File: config.mk
export PLATFORM = sky130hd
export DESIGN_NAME = pred_pipe_rx
export DESIGN_NICKNAME = d
export VERILOG_FILES = /design/src/rtl/pred_pipe_rx_pkg.sv /design/src/rtl/pred_pipe_rx_fifo.sv /design/src/rtl/pred_pipe_rx.sv
export SDC_FILE = /design/constraint.sdc
export NUM_CORES = 1
export LEC_CHECK = 0
export ABC_AREA = 1
export BUFFER_PORTS_ARGS = -buffer_cell sky130_fd_sc_hd__buf_2
export CAP_MARGIN = 25
export CELL_PAD_IN_SITES_DETAIL_PLACEMENT = 1
export CELL_PAD_IN_SITES_GLOBAL_PLACEMENT = 1
export CORE_ASPECT_RATIO = 0.9
export CORE_MARGIN = 2
export CORE_UTILIZATION = 47
export DETAILED_ROUTE_END_ITERATION = 6
export GPL_TIMING_DRIVEN = 0
export HOLD_SLACK_MARGIN = 0.08
export PLACE_DENSITY = 0.84
export SYNTH_ARGS = -nofsm -noshare
export SYNTH_HDL_FRONTEND = slang
export SYNTH_SLANG_ARGS = --single-unit
File: constraint.sdc
create_clock -name clk -period 4.02 [get_ports clk]
set_input_delay 0.804 -clock clk [delete_from_list [all_inputs] [get_ports clk]]
set_output_delay 0.804 -clock clk [all_outputs]
set_load 0.1 [all_outputs]
File: src/rtl/pred_pipe_rx_pkg.sv
// pred_pipe_rx_pkg
//   Shared defaults and helpers for the pred_pipe_rx credit-flow receiver.
//   DEF_WIDTH / DEF_DEPTH : default beat width and FIFO depth (= initial credits)
//   occ_w()               : bit width needed to hold an occupancy of 0..DEPTH
package pred_pipe_rx_pkg;

    localparam int DEF_WIDTH = 8;
    localparam int DEF_DEPTH = 4;

    function automatic int occ_w(input int depth);
        return $clog2(depth + 1);
    endfunction

endpackage

File: src/rtl/pred_pipe_rx_fifo.sv
// pred_pipe_rx_fifo
//   Storage for pred_pipe_rx: register array, wrapping read/write pointers,
//   registered occupancy count and full/empty flags derived from it.
//   clk, rst  : clock, synchronous active-high reset (control state only)
//   push      : write wr_data at the write pointer
//   pop       : advance the read pointer (caller guarantees not empty)
//   rd_data   : entry at the read pointer
//   occupancy : number of stored entries, 0..DEPTH
//   full      : occupancy == DEPTH
//   empty     : occupancy == 0
module pred_pipe_rx_fifo
    import pred_pipe_rx_pkg::*;
#(
    parameter int WIDTH = DEF_WIDTH,
    parameter int DEPTH = DEF_DEPTH
) (
    input  logic                       clk,
    input  logic                       rst,
    input  logic                       push,
    input  logic                       pop,
    input  logic [WIDTH-1:0]           wr_data,
    output logic [WIDTH-1:0]           rd_data,
    output logic [occ_w(DEPTH)-1:0]    occupancy,
    output logic                       full,
    output logic                       empty
);

    localparam int PTR_W = $clog2(DEPTH);
    localparam int OCC_W = occ_w(DEPTH);

    logic [WIDTH-1:0] mem [DEPTH];
    logic [PTR_W-1:0] wr_ptr;
    logic [PTR_W-1:0] rd_ptr;

    // Payload storage carries no reset; validity is tracked by occupancy.
    always_ff @(posedge clk) begin
        if (push) begin
            mem[wr_ptr] <= wr_data;
        end
    end

    // Pointers wrap naturally because DEPTH is a power of two.
    always_ff @(posedge clk) begin
        if (rst) begin
            wr_ptr    <= '0;
            rd_ptr    <= '0;
            occupancy <= '0;
        end else begin
            if (push) begin
                wr_ptr <= wr_ptr + PTR_W'(1);
            end
            if (pop) begin
                rd_ptr <= rd_ptr + PTR_W'(1);
            end
            case ({push, pop})
                2'b10:   occupancy <= occupancy + OCC_W'(1);
                2'b01:   occupancy <= occupancy - OCC_W'(1);
                default: occupancy <= occupancy;
            endcase
        end
    end

    assign rd_data = mem[rd_ptr];
    assign full    = (occupancy == OCC_W'(DEPTH));
    assign empty   = (occupancy == '0);

endmodule

File: src/rtl/pred_pipe_rx.sv
// pred_pipe_rx
//   Receiving end of a predicated credit-flow link. Accepted beats are queued
//   in a DEPTH-entry FIFO, offered on a ready/valid port, and every drained beat
//   returns one credit to the producer as a one-cycle credit_release pulse.
//   Build option: define PRED_PIPE_RX_BYPASS_EN to let a beat arriving at an
//   empty FIFO appear on out_* in the same cycle (and skip storage if taken).
//   clk, rst       : clock, synchronous active-high reset
//   in_pred        : upstream beat qualifier
//   in_data        : upstream beat payload
//   credit_release : one-cycle pulse, one credit back to the producer
//   out_valid      : head entry available
//   out_ready      : consumer accepts head
//   out_data       : head entry payload
//   occupancy      : current entry count
//   overflow       : sticky flag, producer sent while no credit was available
module pred_pipe_rx
    import pred_pipe_rx_pkg::*;
#(
    parameter int WIDTH = DEF_WIDTH,
    parameter int DEPTH = DEF_DEPTH
) (
    input  logic                       clk,
    input  logic                       rst,
    input  logic                       in_pred,
    input  logic [WIDTH-1:0]           in_data,
    output logic                       credit_release,
    output logic                       out_valid,
    input  logic                       out_ready,
    output logic [WIDTH-1:0]           out_data,
    output logic [occ_w(DEPTH)-1:0]    occupancy,
    output logic                       overflow
);

    logic             pop_p0;
    logic             fifo_push;
    logic             fifo_pop;
    logic             full;
    logic             empty;
    logic [WIDTH-1:0] fifo_data;

    pred_pipe_rx_fifo #(
        .WIDTH (WIDTH),
        .DEPTH (DEPTH)
    ) u_fifo (
        .clk       (clk),
        .rst       (rst),
        .push      (fifo_push),
        .pop       (fifo_pop),
        .wr_data   (in_data),
        .rd_data   (fifo_data),
        .occupancy (occupancy),
        .full      (full),
        .empty     (empty)
    );

`ifdef PRED_PIPE_RX_BYPASS_EN
    logic byp_p0;

    // An arriving beat at an empty FIFO is offered directly; if the consumer
    // takes it, it never touches storage, otherwise it is stored as usual.
    assign byp_p0    = empty && in_pred;
    assign out_valid = !empty || in_pred;
    assign out_data  = empty ? in_data : fifo_data;
    assign pop_p0    = out_valid && out_ready;
    assign fifo_pop  = pop_p0 && !empty;
    assign fifo_push = in_pred && !(byp_p0 && out_ready) && (!full || pop_p0);
`else
    assign out_valid = !empty;
    assign out_data  = fifo_data;
    assign pop_p0    = out_valid && out_ready;
    assign fifo_pop  = pop_p0;
    // A same-cycle pop frees the slot the push needs, so full does not block it.
    assign fifo_push = in_pred && (!full || pop_p0);
`endif

    // Stage p0 -> p1: credit return and protocol-violation tracking.
    always_ff @(posedge clk) begin
        if (rst) begin
            credit_release <= 1'b0;
            overflow       <= 1'b0;
        end else begin
            credit_release <= pop_p0;
            if (in_pred && full && !pop_p0) begin
                overflow <= 1'b1;
            end
        end
    end

endmodule

==> impl_metrics.tcl <==
set metrics [dict create \
    finalSetupViolCount 0 \
    antenna_cells 0 \
    finish.net_count 204 \
    detail_route.first_pass.iterations 5 \
    worstSetupPathDepth 4 \
    synth.distinct_cells 20 \
    timing.critical_path.fanout_max 9 \
    final_min_period_over_clock_period 0.640 \
    clkSlewWorstSetupHoldPaths_ns 0.07 \
    gp_routability_congestion 0.727 \
    final_report_hold_violation_count 0 \
    ys.flop_type "sky130_fd_sc_hd__edfxtp_1" \
    max_slew_margin 0.393 \
    max-clock-path-buffers 2 \
    p_per_area_nw_per_um2 795 \
    die-height_um 62.1 \
    core_area_um2 3650 \
    clock_insertion_delay_worst_skew_ns 0.29 \
    worstSetupPathType "reg2out" \
    setup.worst_path.end_class "primary output" \
    run_status "finished clean" \
    max_cap_check_violation_count 0 \
    cts_tree "done" \
    tritoncts.num_buffers 5 \
    vias 1247 \
    number_of_flops_mapped_to_enable_cells_by_yosys 32 \
    final_cell_area_um2 2050 \
    worst_r2r_startpoint "u_fifo.occupancy[1]$_SDFFE_PP0P_" \
    crit_family "buffers and inverters" \
    final_max_slew_viol_count 0 \
    cts_resized 0 \
    maxClockFrequency_ghz 0.389 \
    number_of_design_rule_violations_left_after_detail_routing 0 \
    route.detailed.wl_per_inst_um 17.3 \
    crit_buf_inv 2 \
    final_antenna_net_count 0 \
    rsz_0062_raised_after_global_routing "false" \
    grt_first_pass_wirelength_um 6600 \
    hold_fix_buffer_count_after_cts 0 \
    cpPeakStageDelay_ns 0.45 \
    die_w_um 68.6 \
    hold_path.class "reg2reg" \
    mappedNetlistArea_um2 1760 \
    drive_above_1_share 0.235 \
    routed_wirelength_um 4030 \
    netlist_instances 154 \
    critPathCapture "out_data[7]" \
    irDropWorstVdd_mv 0.352 \
    avgViaCountPerCell 5.35 \
    place.port_buffers 25 \
    cts.repair_timing.setup_buffer_count 0 \
    worstPathCellList "inv_1, o21ai_0, o22ai_1, buf_2" \
    synth.ff_latch_count 43 \
    first_iter_violations 102 \
    cts-htree-levels 2 \
    worst_ep_required_time_ns 3.22 \
    master_of_the_slowest_instance_on_the_critical_path "sky130_fd_sc_hd__buf_2" \
    synth-warning-count 0 \
    area_added_between_synthesis_and_finish_pct 16.5 \
    total_leakage_power_nw 0.822 \
    clock_sink_count 43 \
    grt_usage 0.219 \
    crit-reg2reg-capture "u_fifo.occupancy[2]$_SDFFE_PP0P_" \
    data_arrival_critical_path_ns 1.77 \
    dieArea_um2 4260 \
    placed_cell_area_um2 1950 \
    global_route.overflow_total 0 \
    clock-skew-final_ns 0.00325 \
    synth_nets 172 \
    post_synth.cell_area_avg_um2 11.5 \
    timing.reg2reg.setup_slack_ns 1.97 \
    worst-slew-pin-transition_ns 0.907 \
    async_reset_ff_frac 0 \
    vias_in_the_first_global_route 1360 \
    power.total_mw 1.63 \
    fin_crit_ns 2.57 \
    grt_start_max_net_pins 14 \
    num_io_pins 26 \
    effective_utilization_at_floorplan 0.483 \
    worst_setup_path_start_kind "flop" \
    cts.root.buffer_cell "sky130_fd_sc_hd__clkbuf_8" \
    setup_tns_ns 0 \
    seq_area_frac_synth 0.670 \
    n_fill_cell 399 \
    antenna_found_initial 0 \
    hpwl_detailed_um 2680 \
    row_count 21 \
    count_of_cells_along_the_worst_register_to_register_path 12 \
]
-- synth_stat cells (3+ instances only) --
library cell / number / area (µm²)
sky130_fd_sc_hd__a21oi_1: 6 / 30.0
sky130_fd_sc_hd__dfxtp_1: 11 / 220
sky130_fd_sc_hd__edfxtp_1: 32 / 961
sky130_fd_sc_hd__ha_1: 5 / 62.6
sky130_fd_sc_hd__inv_1: 19 / 71.3
sky130_fd_sc_hd__nand2_1: 12 / 45.0
sky130_fd_sc_hd__nand3_1: 5 / 25.0
sky130_fd_sc_hd__nor2_1: 27 / 101
sky130_fd_sc_hd__o21ai_0: 14 / 70.1
sky130_fd_sc_hd__o21ai_2: 3 / 26.3
sky130_fd_sc_hd__o22ai_1: 8 / 50.1
-- metrics by stage --
stage,setup slack (ns),hold WS (ns),util,instances
after CTS,1.45,0.454,0.563,233
after global placement,1.66,0.432,0.533,225
after floorplan,1.11,0.459,-,154
after detailed placement,1.55,0.445,0.533,225
final,1.45,0.448,0.563,233
after global routing,1.34,0.477,0.563,233
-- cell usage in the layout, fill, tap and decap left out, types with 2 or more instances in the layout --
| cell | synthesis | final |
|---|---|---|
| sky130_fd_sc_hd__clkbuf_8 | 0 | 5 |
| sky130_fd_sc_hd__nand3_1 | 5 | 5 |
| sky130_fd_sc_hd__edfxtp_1 | 32 | 32 |
| sky130_fd_sc_hd__ha_1 | 5 | 5 |
| sky130_fd_sc_hd__inv_2 | 2 | 2 |
| sky130_fd_sc_hd__o21ai_2 | 3 | 3 |
| sky130_fd_sc_hd__a21oi_1 | 6 | 6 |
| sky130_fd_sc_hd__nand2_1 | 12 | 12 |
| sky130_fd_sc_hd__inv_1 | 19 | 19 |
| sky130_fd_sc_hd__o21ai_0 | 14 | 14 |
| sky130_fd_sc_hd__buf_6 | 2 | 2 |
| sky130_fd_sc_hd__o22ai_1 | 8 | 8 |
| sky130_fd_sc_hd__nor2_1 | 27 | 27 |
| sky130_fd_sc_hd__buf_2 | 0 | 25 |
| sky130_fd_sc_hd__dfxtp_1 | 11 | 11 |
| sky130_fd_sc_hd__nand2_2 | 2 | 2 |
-- tightest hold or removal path, cell delays in order, from the launching register on --
cell	delay, ns
sky130_fd_sc_hd__dfxtp_1	0.31
sky130_fd_sc_hd__inv_1	0.04
sky130_fd_sc_hd__a21oi_1	0.05
-- cell families (layout without fill, tap and decap cells) --
kind of cell / Yosys count / after routing / share of synthesized area
compound gates: 32 / 32 / 0.103
fa+ha+maj: 6 / 6 / 0.0468
buf+inv: 23 / 56 / 0.0574
flops: 43 / 43 / 0.670
simple gates: 50 / 50 / 0.123
-- worst min-delay path by stage --
stage                                  startpoint                     to  slack, ns  cells after the start
floorplan           u_fifo.rd_ptr[1]$_SDFFE_PP0P_                   flop       0.46                      2
global placement            overflow$_SDFFE_PP0P_  overflow$_SDFFE_PP0P_       0.43                      2
detailed placement          overflow$_SDFFE_PP0P_  overflow$_SDFFE_PP0P_       0.45                      2
CTS                         overflow$_SDFFE_PP0P_  overflow$_SDFFE_PP0P_       0.45                      2
global route                overflow$_SDFFE_PP0P_  overflow$_SDFFE_PP0P_       0.48                      2
finish                      overflow$_SDFFE_PP0P_  overflow$_SDFFE_PP0P_       0.45                      2
-- sequential cells by signal, indices dropped and copies added, names as in the netlist, named ones only --
| signal | cells |
|---|---|
| u_fifo.occupancy | 3 |
| u_fifo.rd_ptr | 2 |
| credit_release | 1 |
| u_fifo.mem | 32 |
| overflow | 1 |
| u_fifo.wr_ptr | 2 |
-- metal layers --
metal  vias up  routed length [µm]  track usage
li1        590                   -            -
met1       611                1590        0.254
met2        35                2170        0.382
met3        11                 184       0.0507
met4         0                  82       0.0825
met5         -                   0            0
-- cell type report --
cell class              instances  area, µm²  area share
clock buffers                   5       68.8      0.0335
clock inverters                 3       38.8      0.0189
multi-input cells              88        482       0.234
flip-flops and latches         43       1180       0.575
well taps                      46       57.6      0.0280
plain buffers                   2       22.5      0.0110
repair buffers                 25        125      0.0609
inverters                      21       78.8      0.0384
-- where the power goes --
part	internal, mW	switching [mW]
Clock	0.182	0.143
Combinational	0.128	0.611
Sequential	0.526	0.0435
(Power assumes the default switching activity.)
